File: src/rtl/min_scan_ctrl.sv
// Burst minimum sequencer: one time-shared registered min-compare stage.
// Optional MIN_IDX_EN adds the run_idx register and the min_idx port.
module min_scan_ctrl #(
    parameter int DW    = 8,
    parameter int LEN_W = 4
) (
    input  logic             clk,
    input  logic             rst,
    input  logic             start,
    input  logic [LEN_W-1:0] len,
    input  logic             in_valid,
    input  logic [DW-1:0]    in_data,
    output logic             in_ready,
    output logic             busy,
    output logic             done,
    output logic             empty,
    output logic [DW-1:0]    min_out
`ifdef MIN_IDX_EN
    ,
    output logic [LEN_W-1:0] min_idx
`endif
);

    typedef enum logic [1:0] {
        IDLE,
        SCAN,
        DONE
    } state_t;

    state_t           state;
    state_t           state_d;
    logic [LEN_W-1:0] len_q;
    logic [LEN_W-1:0] cnt;
    logic [DW-1:0]    run_min;
    logic [DW-1:0]    new_min;
    logic             accept;
    logic             last;
    logic             lower;

`ifdef MIN_IDX_EN
    logic [LEN_W-1:0] run_idx;
    logic [LEN_W-1:0] new_idx;
`endif

    assign in_ready = (state == SCAN);
    assign busy     = (state != IDLE);
    assign done     = (state == DONE);
    assign accept   = in_ready && in_valid;
    assign last     = accept && (cnt == len_q - LEN_W'(1));

    // Post-compare value; strict less-than keeps the earliest tie
    always_comb begin
        lower   = (in_data < run_min);
        new_min = lower ? in_data : run_min;
`ifdef MIN_IDX_EN
        new_idx = lower ? cnt : run_idx;
`endif
    end

    // State register
    always_ff @(posedge clk) begin
        if (rst) state <= IDLE;
        else     state <= state_d;
    end

    // Next-state logic
    always_comb begin
        state_d = state;
        unique case (state)
            IDLE: begin
                if (start) state_d = (len == '0) ? DONE : SCAN;
            end
            SCAN: begin
                if (last) state_d = DONE;
            end
            DONE:    state_d = IDLE;
            default: state_d = IDLE;
        endcase
    end

    // Running minimum, beat counter and result registers
    always_ff @(posedge clk) begin
        if (rst) begin
            len_q   <= '0;
            cnt     <= '0;
            run_min <= '1;
            min_out <= '0;
            empty   <= 1'b0;
`ifdef MIN_IDX_EN
            run_idx <= '0;
            min_idx <= '0;
`endif
        end else begin
            if (state == IDLE && start) begin
                len_q   <= len;
                cnt     <= '0;
                run_min <= '1;
`ifdef MIN_IDX_EN
                run_idx <= '0;
`endif
                if (len == '0) begin
                    min_out <= '1;
                    empty   <= 1'b1;
`ifdef MIN_IDX_EN
                    min_idx <= '0;
`endif
                end
            end
            if (accept) begin
                cnt     <= cnt + LEN_W'(1);
                run_min <= new_min;
`ifdef MIN_IDX_EN
                run_idx <= new_idx;
`endif
                if (last) begin
                    min_out <= new_min;
                    empty   <= 1'b0;
`ifdef MIN_IDX_EN
                    min_idx <= new_idx;
`endif
                end
            end
        end
    end

endmodule

File: config.mk
export PLATFORM = sky130hd
export DESIGN_NAME = min_scan_ctrl
export DESIGN_NICKNAME = d
export VERILOG_FILES = /design/src/rtl/min_scan_ctrl.sv
export SDC_FILE = /design/constraint.sdc
export NUM_CORES = 1
export LEC_CHECK = 0
export CAP_MARGIN = 30
export CORE_UTILIZATION = 51
export CTS_CLUSTER_DIAMETER = 40
export CTS_CLUSTER_SIZE = 24
export DETAILED_ROUTE_END_ITERATION = 7
export HOLD_SLACK_MARGIN = 0.02
export PLACE_DENSITY_LB_ADDON = 0.1
export SLEW_MARGIN = 20
export SYNTH_ARGS = -nofsm -noshare
export SYNTH_HDL_FRONTEND = slang
export SYNTH_SLANG_ARGS = --single-unit
File: constraint.sdc
create_clock -name clk -period 2.1 [get_ports clk]
set_clock_uncertainty 0.15 [all_clocks]
set_input_delay 0.42 -clock clk [delete_from_list [all_inputs] [get_ports clk]]
set_output_delay 0.42 -clock clk [all_outputs]
set_load 0.02 [all_outputs]
Word level (Yosys, flattened, before mapping)
Cells that the tools add are included. Widths: inputs -> output; s select.

Register bits after elaboration: 27. Output and inout port bits: 12. Logic and storage cells: 39.

$add $sub $neg: 2. $lt $le $gt $ge: 1. Equality and inequality tests: 5. Muxes and demuxes: 17. Reductions and logical operators: 8.

Operators by type and width (count): $mux 8 (7); $lt 8x8->1 (1); $mux 4 (2); $mux 2 (3); $add 4x1->4 const B (1); $eq 4x4->1 (1); $logic_not 4->1 (1); $mux 1 (4); $pmux 2 s2 (1); $reduce_bool 2->1 (2); $sub 4x1->4 const B (1); $logic_and 1x1->1 (3); $eq 2x1->1 const B (1); $eq 2x2->1 const B (1); $logic_not 2->1 (1); $ne 2x1->1 const B (1); $ne 2x2->1 const B (1); $reduce_and 2->1 (1).

Depth between registers and ports, before layout
Gate-level depths: netlist (run 1).

Depth after elaboration: 5. Gate-level depth with buffers: 8. Mapped depth without buffers: 7.

Worst setup path before layout (run 1)
Ideal clock, no wire load.

Kind: input-to-reg. Start point: input port in_data[1]. End point: register min_out[2]. Arrival time: 1668 ps. Data required time: 1820 ps. Slack: 152 ps. Cell stages on the path: 6. Path buffers: 1. Cell sequence: ha_1 a2111o_1 a31oi_1 buf_4 mux2i_1 o22ai_1.

Word-level cells in the longest chain between the ends: 4.

Ends and longest elaborated chain: start: declaration (RTL line 12) `input logic [DW-1:0] in_data,`; $lt 8x8->1 (RTL line 53) `lower = (in_data < run_min);`; $mux 8 (RTL line 54) `new_min = lower ? in_data : run_min;`; $mux 8 (RTL line 115) `if (last) begin`; $mux 8 (RTL line 109) `if (accept) begin`; end signal: assignment (RTL line 116) `min_out <= new_min;`; end: declaration (RTL line 17) `output logic [DW-1:0] min_out`.

Every way passes these cells. A chain may end at the register's enable or synchronous reset.

Worst setup path after layout (run 1)
Start point: input port in_data[3]. End point: register min_out[4].

Same word-level chain as after synthesis.

==> summary.md, run 1 <==
| Metric | Value |
|---|---|
| Largest area contributor in the netlist | `dfxtp_1` |
| Tcrit/Tclk final | `98.30%` |
| Setup TNS | `0 ns` |
| Pwr Total | `1.004 mW` |
| Mean Syn Cell Area | `8.977 um2` |
| Top Ports | `28` |
| Achievable frequency | `0.4844 GHz` |
| Final-layout fill cell count | `196` |
| DR vias/cell | `5.441` |
| LEAKAGE | `0.9137 nW` |
| Design Area, Final | `0.001944 mm2` |
| Clock transition at path regs | `0.14 ns` |
| Most frequent cell after synthesis | `nor2_1` |
| Worst-Margin Slew | `0.3766 ns` |
| Synth top area cells | `dfxtp_1, mux2i_1, ha_1` |
| CP max stage delay | `0.44 ns` |
| VDD IR max | `0.4110 mV` |
| Global route hottest layer | `met2` |
| Syn Nets | `185` |
| Dpl ws | `-0.5195 ns` |
| Met2 Track Usage GR | `36.55%` |
| Vias in the first global route | `1110` |
| HPWL after DPL | `2.305 mm` |
| Num CTS Buffers | `3` |
| Data arrival, critical path | `2.12 ns` |
| Max_slew headroom | `74.88%` |
| Htree depth | `1` |
| Die ar. | `0.003033 mm2` |
| Pre-Repair DR Iteration Count | `4` |
| Die Y | `55.07 um` |
| Grt ovf | `0` |
| Worst min-delay path class | `reg -> reg` |
| P&R area growth vs syn | `35.37%` |
| Final Hold Vio Count | `0` |
| Worst Path Required | `2.16 ns` |
| Final ANT Viol Nets | `0` |
| Synth top area share | `37.63%` |
| Max Cap Viol | `0` |
| Initial antenna violation count | `0` |
| Clock Latency Late Sink | `0.32 ns` |
| Slew Limit Fails | `0` |
| Residual DRC | `0` |
| WL per Instance | `13.68 um` |
| Final setup violation count | `0` |
| Dpl cell area | `0.001819 mm2` |
| Largest net degree at the start of global routing | `27` |
| CP Launch Type | `input pin` |
| # clock sinks | `27` |
| First-pass GRT wire length | `4.864 mm` |
| Vias | `1246` |
| Synthesized instance count | `160` |
| GP Congestion | `0.8027` |
| Rows | `18` |
| GRT Util Overall | `22.63%` |
| Post-route minimum period | `2.064 ns` |
| N_diodes | `0` |
| Share of layout cells above drive strength 1 | `23.12%` |
| Critical path class | `in -> reg` |
| EDFF count, synth | `0` |
| Final net count | `225` |
| Core Util, Final | `75.73%` |
| CTS tree | `done` |
| Port bufs | `27` |
| Slowest CP cell | `clkdlybuf4s50_1` |
| Post-synthesis cell type count | `36` |
| Status | `finished, final reports clean` |
| Chip width | `55.07 um` |
| Setup ws final | `0.03569 ns` |
| Hold-fix buffers at CTS | `0` |
| Synth Flop Type | `dfxtp_1` |
| Clock tree root driver cell | `clkbuf_4` |
| Synth Cell Area | `0.001436 mm2` |
| Core area | `0.002567 mm2` |
| Largest delay share family, worst path | `compound AO/OA/AOI/OAI gates` |
| Synthesis Warnings | `0` |
| Critical-path cell list | `clkdlybuf4s50_1, ha_2, a2111o_1, a31oi_4, buf_6, mux2i_2, o22ai_1` |
| Most instantiated cells after synthesis | `nor2_1, dfxtp_1, mux2i_1` |
| CP max FO | `5` |
| Clock tree buffer depth | `2` |
| Buf/Inv on CP | `2` |
| Post-synthesis register bit count | `27` |
| Setup crit end kind | `register` |
| P per Cell Area | `516.2 mW/mm2` |
| Post-Route WL | `3.132 mm` |
| Initial Utilization | `55.95%` |
| Sequential fraction of the synthesis area | `37.63%` |
| Grt met3 use | `4.918%` |
| DR iter-0 viols | `15` |
| GR Util met1 | `30.60%` |
| Asr flop ratio synth | `0%` |
cells by family after synthesis:
| kind of cell | synth area share (%) |
|---|---|
| DFF | 37.63 |
| adders and majority gates | 7.840 |
| xor gates and xnor gates | 4.268 |
| buffers and inverters | 5.574 |
| and+or+nand+nor | 20.47 |
| muxes | 13.24 |
| AOI/OAI and AO/OA | 10.98 |
flip-flops by register name (all words and copies together), names as in the netlist:
signal	cells
cnt	4
empty	1
len_q	4
min_out	8
run_min	8
state	2
path summary, 6_finish.rpt:
path              cells past startpoint          to  slack, ns  startpoint
setup / recovery                      7  min_out[4]       0.04  in_data[3]
hold / removal                        1    state[1]       0.34    state[1]
setup reg to reg                      7  min_out[4]       0.09  run_min[1]
hold reg to reg                       1    state[1]       0.34    state[1]
cell usage in the layout, fill, tap and decap left out, types with 3 or more instances in the layout:
master and instances:
o22ai_1 8, mux2i_2 4, a21oi_1 4, ha_1 6
dfxtp_1 23, dfxtp_2 4, nor2_1 27, mux2i_1 15
clkdlybuf4s50_1 22, inv_1 9, nor3_1 11, dlygate4sd2_1 3
xor2_1 4, clkbuf_4 3, buf_4 13, nand2_1 5
final cells by class:
| cell class | instances | area [um2] | share of cell area (%) |
|---|---|---|---|
| clock buffer | 4 | 26.28 | 1.351 |
| inverter | 10 | 37.54 | 1.931 |
| multi-input combinational | 116 | 897.1 | 46.14 |
| sequential | 27 | 545.5 | 28.06 |
| tap | 30 | 37.54 | 1.931 |
| timing repair buffer | 42 | 400.4 | 20.59 |
layer usage:
| metal | routed length, um | vias up | part of all wire, % |
|---|---|---|---|
| li1 | - | 637 | - |
| met1 | 1493 | 570 | 48 |
| met2 | 1456 | 35 | 46 |
| met3 | 156 | 4 | 5.0 |
| met4 | 25 | 0 | 0.80 |
| met5 | 0 | - | 0 |
worst register-to-register path, stage by stage (launching register included):
cell      delay, ns
dfxtp_2        0.37
inv_2          0.05
ha_4           0.20
a2111o_1       0.40
a31oi_4        0.21
buf_6          0.16
mux2i_2        0.25
o22ai_1        0.11
through the flow:
step	std cells	hold slack, ns
after floorplan	160	0.3104
after global placement	224	0.2986
after detailed placement	224	0.3473
after CTS	229	0.3404
after global routing	229	0.3522
final	229	0.3395
report_power, final:
part	leakage (nW)	internal (mW)	switching [mW]
logic	0.678	0.120	0.117
clock network	0.0150	0.0743	0.146
registers	0.220	0.530	0.0165
total	0.914	0.724	0.279
repair_timing:
| item | CTS | global route |
|---|---|---|
| endpoints found under the hold margin | 0 | 0 |
| gates resized for setup | 18 | 14 |
| cloned | 1 | 0 |
| setup buffers | 0 | 0 |
| endpoints found under the setup margin | 19 | 9 |
| pin swaps | 4 | 5 |
Power figures use the tool's default switching activity.
==> run 2: changes to the inputs <==
- CAP_MARGIN: 30 -> 20
==> results of run 2 <==
The final DEF is identical to that of run 1; final timing and power are the same.
